<file path="src/rtl/serial_out_pkg.sv">
// rtl/serial_out_pkg.sv - shared state encoding and default width for serial_out_16b
// Optional parity build: SERIAL_OUT_PARITY_EN
package serial_out_pkg;

   localparam int DEFAULT_WIDTH = 16;

   typedef enum logic [1:0] {
      ST_IDLE   = 2'd0,
      ST_SHIFT  = 2'd1,
`ifdef SERIAL_OUT_PARITY_EN
      ST_PARITY = 2'd2,
`endif
      ST_DONE   = 2'd3
   } state_t;

endpackage

</file>
<file path="src/rtl/shift_reg_16b.sv">
// rtl/shift_reg_16b.sv - parallel-load, shift-left register with zero fill
// Exposes only the MSB, which is the next serial bit
module shift_reg_16b
   import serial_out_pkg::*;
#(
   parameter int WIDTH = DEFAULT_WIDTH
) (
   input  logic             clk,
   input  logic             reset,
   input  logic             load,
   input  logic             shift,
   input  logic [WIDTH-1:0] d,
   output logic             msb
);

   logic [WIDTH-1:0] q;

   always_ff @(posedge clk) begin
      if (reset) begin
         q <= '0;
      end else if (load) begin
         q <= d;
      end else if (shift) begin
         q <= {q[WIDTH-2:0], 1'b0};
      end
   end

   assign msb = q[WIDTH-1];

endmodule

</file>
<file path="src/rtl/serial_out_16b.sv">
// rtl/serial_out_16b.sv - MSB-first serializer with load handshake and done pulse
// Optional even-parity trailer bit: SERIAL_OUT_PARITY_EN
module serial_out_16b
   import serial_out_pkg::*;
#(
   parameter int WIDTH = DEFAULT_WIDTH
) (
   input  logic             clk,
   input  logic             reset,
   input  logic [WIDTH-1:0] in,
   input  logic             load_valid,
   output logic             load_ready,
   output logic             sout,
   output logic             sout_valid,
   output logic             done
);

   localparam int CNT_W = $clog2(WIDTH) + 1;
   localparam logic [CNT_W-1:0] LAST_BIT = CNT_W'(WIDTH - 1);

   state_t           state;
   logic [CNT_W-1:0] cnt;
   logic             load_en;
   logic             shift_en;
   logic             sr_msb;
`ifdef SERIAL_OUT_PARITY_EN
   logic             parity_q;
`endif

   assign load_en  = (state == ST_IDLE) && load_valid;
   assign shift_en = (state == ST_SHIFT);

   shift_reg_16b #(.WIDTH(WIDTH)) u_shift_reg (
      .clk   (clk),
      .reset (reset),
      .load  (load_en),
      .shift (shift_en),
      .d     (in),
      .msb   (sr_msb)
   );

   // sout is decoded from registered state so the first bit lands one cycle after the load edge
   always_comb begin
      sout = 1'b0;
      case (state)
         ST_SHIFT:  sout = sr_msb;
`ifdef SERIAL_OUT_PARITY_EN
         ST_PARITY: sout = parity_q;
`endif
         default:   sout = 1'b0;
      endcase
   end

   always_ff @(posedge clk) begin
      if (reset) begin
         state      <= ST_IDLE;
         cnt        <= '0;
         load_ready <= 1'b1;
         sout_valid <= 1'b0;
         done       <= 1'b0;
`ifdef SERIAL_OUT_PARITY_EN
         parity_q   <= 1'b0;
`endif
      end else begin
         case (state)
            ST_IDLE: begin
               if (load_valid) begin
                  state      <= ST_SHIFT;
                  cnt        <= '0;
                  load_ready <= 1'b0;
                  sout_valid <= 1'b1;
`ifdef SERIAL_OUT_PARITY_EN
                  parity_q   <= ^in;
`endif
               end
            end
            ST_SHIFT: begin
               if (cnt == LAST_BIT) begin
                  cnt <= '0;
`ifdef SERIAL_OUT_PARITY_EN
                  state <= ST_PARITY;
`else
                  state      <= ST_DONE;
                  sout_valid <= 1'b0;
                  done       <= 1'b1;
`endif
               end else begin
                  cnt <= cnt + 1'b1;
               end
            end
`ifdef SERIAL_OUT_PARITY_EN
            ST_PARITY: begin
               state      <= ST_DONE;
               sout_valid <= 1'b0;
               done       <= 1'b1;
            end
`endif
            ST_DONE: begin
               state      <= ST_IDLE;
               done       <= 1'b0;
               load_ready <= 1'b1;
            end
            default: begin
               state      <= ST_IDLE;
               cnt        <= '0;
               load_ready <= 1'b1;
               sout_valid <= 1'b0;
               done       <= 1'b0;
            end
         endcase
      end
   end

endmodule

</file>
<file path="config.mk">
export PLATFORM = sky130hd
export DESIGN_NAME = serial_out_16b
export DESIGN_NICKNAME = d
export VERILOG_FILES = /design/src/rtl/serial_out_pkg.sv /design/src/rtl/shift_reg_16b.sv /design/src/rtl/serial_out_16b.sv
export SDC_FILE = /design/constraint.sdc
export NUM_CORES = 1
export LEC_CHECK = 0
export CAP_MARGIN = 0
export CORE_MARGIN = 2
export CORE_UTILIZATION = 35
export CTS_CLUSTER_SIZE = 10
export DETAILED_ROUTE_END_ITERATION = 10
export MAX_ROUTING_LAYER = met4
export PLACE_DENSITY = 0.57
export SLEW_MARGIN = 20
export SYNTH_ARGS = -nofsm -noshare
export SYNTH_HDL_FRONTEND = slang
export SYNTH_SLANG_ARGS = --single-unit
export TNS_END_PERCENT = 20
</file>
<file path="constraint.sdc">
create_clock -name clk -period 2.78 [get_ports clk]
set_clock_uncertainty 0.2 [all_clocks]
set_input_delay 0.278 -clock clk [delete_from_list [all_inputs] [get_ports clk]]
set_output_delay 0.278 -clock clk [all_outputs]
set_load 0.01 [all_outputs]
</file>
==> flow_metrics.env <==
export IMPL_p_total_w=0.000692
export IMPL_clock_latency_ns=0.33
export IMPL_period_share_pct=86.9
export IMPL_grt_pass1_wl_um=3700
export IMPL_clk_pin_slew_ns=0.15
export IMPL_crit_arrival_ns=1.94
export IMPL_htreeDepth=1
export IMPL_drtIter0Drc=28
export IMPL_tns_ns=0
export IMPL_leakage_nw=0.468
export IMPL_vdd_drop_max_uv=325
export IMPL_multi_input_area_sq_um=499
export IMPL_drc=0
export IMPL_endpoint_kind="primary output"
export IMPL_fin_crit_ns=2.42
export IMPL_num_vias=929
export IMPL_post_cts_setup_buffer_count=0
export IMPL_coreArea_sq_mm=0.00298
export IMPL_wl_per_cell_um=12.9
export IMPL_layout_drive_gt1_share_pct=8.70
export IMPL_dp_slack_ns=0.690
export IMPL_clock_root_buffer="clkbuf_4"
export IMPL_worstSetupStartpointType="flip-flop"
export IMPL_cts_tree="done"
export IMPL_die_w_um=59.4
export IMPL_fillers=302
export IMPL_final_cell_mix="26 x dfxtp_1, 22 x a21oi_1, 22 x clkdlybuf4s50_1"
export IMPL_crit_type="reg -> out"
export IMPL_clock_sinks=26
export IMPL_layout_cells_most_common="dfxtp_1"
export IMPL_cts_resized=0
export IMPL_postSynthAreaPerCell_sq_um=9.03
export IMPL_numPortBuffers=22
export IMPL_ios=23
export IMPL_overflow=0
export IMPL_synth_cells=119
export IMPL_hp_class="reg -> reg"
export IMPL_rsz0062_at_grt="no"
export IMPL_setup_ws_ns=0.364
export IMPL_drtAntennaViolNets=0
export IMPL_nets=159
export IMPL_antenna_found_initial=0
export IMPL_grtUsageTotal_pct=14.0
export IMPL_grt_pass1_vias=863
export IMPL_regArea_sq_um=520
export IMPL_critical_path_required_ns=2.30
export IMPL_yosys_warnings=0
export IMPL_syn2layout_area_growth_pct=24.0
export IMPL_tightest_slew_ns=0.701
export IMPL_cts_hold_buf=0
export IMPL_start_util_pct=36.1
export IMPL_first_pass_iters=5
export IMPL_cts_buffers=3
export IMPL_hold_violations=0
export IMPL_viasPerCell=5.43
export IMPL_dieHeight_um=59.4
export IMPL_wirelength_um=2210
export IMPL_netlist_cell_type_count=29
export IMPL_drv_slew=0
export IMPL_outcome="completed"
export IMPL_yosys_register_bits=26
export IMPL_syn_area_sq_mm=0.00107
export IMPL_dieArea_sq_mm=0.00353
export IMPL_post_dp_hpwl_um=1490
export IMPL_max_freq_mhz=414
export IMPL_placementRows=20
export IMPL_worstPathMaxFanout=24
export IMPL_synth_nets=139
export IMPL_finalSetupViolations=0
export IMPL_final_util_pct=44.7
export IMPL_cellPowerDensity_mw_per_mm2=519
export IMPL_grt_max_degree=25
export IMPL_slew_headroom_pct=53.2
export IMPL_antennaDiodeCount=0
export IMPL_yosysSeqAreaShare_pct=48.4
export IMPL_clock_path_buffers=2
export IMPL_gp_congestion=0.727
export IMPL_drv_cap=0
[state kept, by name, indices dropped and copies added, names as in the netlist]
signal / flops
load_ready: 1
cnt: 5
done: 1
state: 2
sout_valid: 1
u_shift_reg.q: 16
[where the power goes]
group	total, W	switching [W]	internal (W)	leakage, nW
registers	0.000403	0.0000119	0.000391	0.213
clock network	0.000196	0.000116	0.0000802	0.0210
logic	0.0000929	0.0000428	0.0000502	0.234
[final cells by class]
class | instances | share of cell area [%]
well taps | 33 | 3.10
clock buffers | 4 | 2.72
inverters | 2 | 0.563
repair buffers | 23 | 17.1
flip-flops and latches | 26 | 39.1
multi-input cells | 83 | 37.5
[path summary, 6_finish.rpt]
check,from,to,slack [ns],cells after the start
setup / recovery,state[1]$_SDFFE_PP0P_,sout,0.36,3
hold reg to reg,u_shift_reg.q[15]$_SDFFE_PP0P_,u_shift_reg.q[15]$_SDFFE_PP0P_,0.26,2
setup reg to reg,cnt[0]$_SDFFE_PP0P_,sout_valid$_SDFFE_PP0P_,1.09,4
hold / removal,u_shift_reg.q[15]$_SDFFE_PP0P_,u_shift_reg.q[15]$_SDFFE_PP0P_,0.26,2
[worst max-delay path, stage by stage, from the launching register on]
cell and delay, ns:
dfxtp_1 0.43, and2b_4 0.47, and2_1 0.18, clkdlybuf4s50_1 0.53
[routing by layer]
metal  wire, um  up-vias  share of wire, %  global-route usage (%)
met5          0        -                 0                       -
li1           -      467                 -                       -
met2       1050       31                47                    22.0
met3        141        2               6.4                    4.80
met4         18        0              0.81                    2.92
met1       1010      429                45                    17.5
[synthesized netlist by cell type]
library cell,n,area share [%]
nand3_1,2,0.93
dfxtp_1,26,48
and3_1,1,0.58
a41oi_1,1,0.82
nand2_1,18,6.3
o211ai_1,2,1.4
a21oi_1,22,10
a311oi_1,2,1.6
ha_1,1,1.2
a21o_2,1,0.82
inv_2,1,0.35
o21bai_1,1,0.70
and2_1,1,0.58
inv_1,1,0.35
or3b_1,1,0.82
clkbuf_1,3,1.0
or4_4,1,1.0
o21ai_0,2,0.93
and2_2,1,0.70
and2b_4,1,0.93
nor3b_4,1,1.7
nand2b_1,3,1.7
buf_4,2,1.4
nor2_1,4,1.4
nor3_1,1,0.47
a22oi_1,15,10
buf_2,2,0.93
buf_6,1,1.0
o21bai_2,1,1.0
[logic make-up after synthesis]
kind of cell / share of synthesized area, %
AOI/OAI and AO/OA: 28.1
and+or+nand+nor: 17.2
DFF: 48.4
buffers and inverters: 5.12
adders and majority gates: 1.16
[metrics by stage]
step	hold slack, ns	std cells	area, sq um
after global placement	0.242	167	1300
after global routing	0.269	171	1330
final	0.263	171	1330
after CTS	0.269	171	1330
after floorplan	0.214	119	1070
after detailed placement	0.251	167	1300
(Power assumes the default switching activity.)
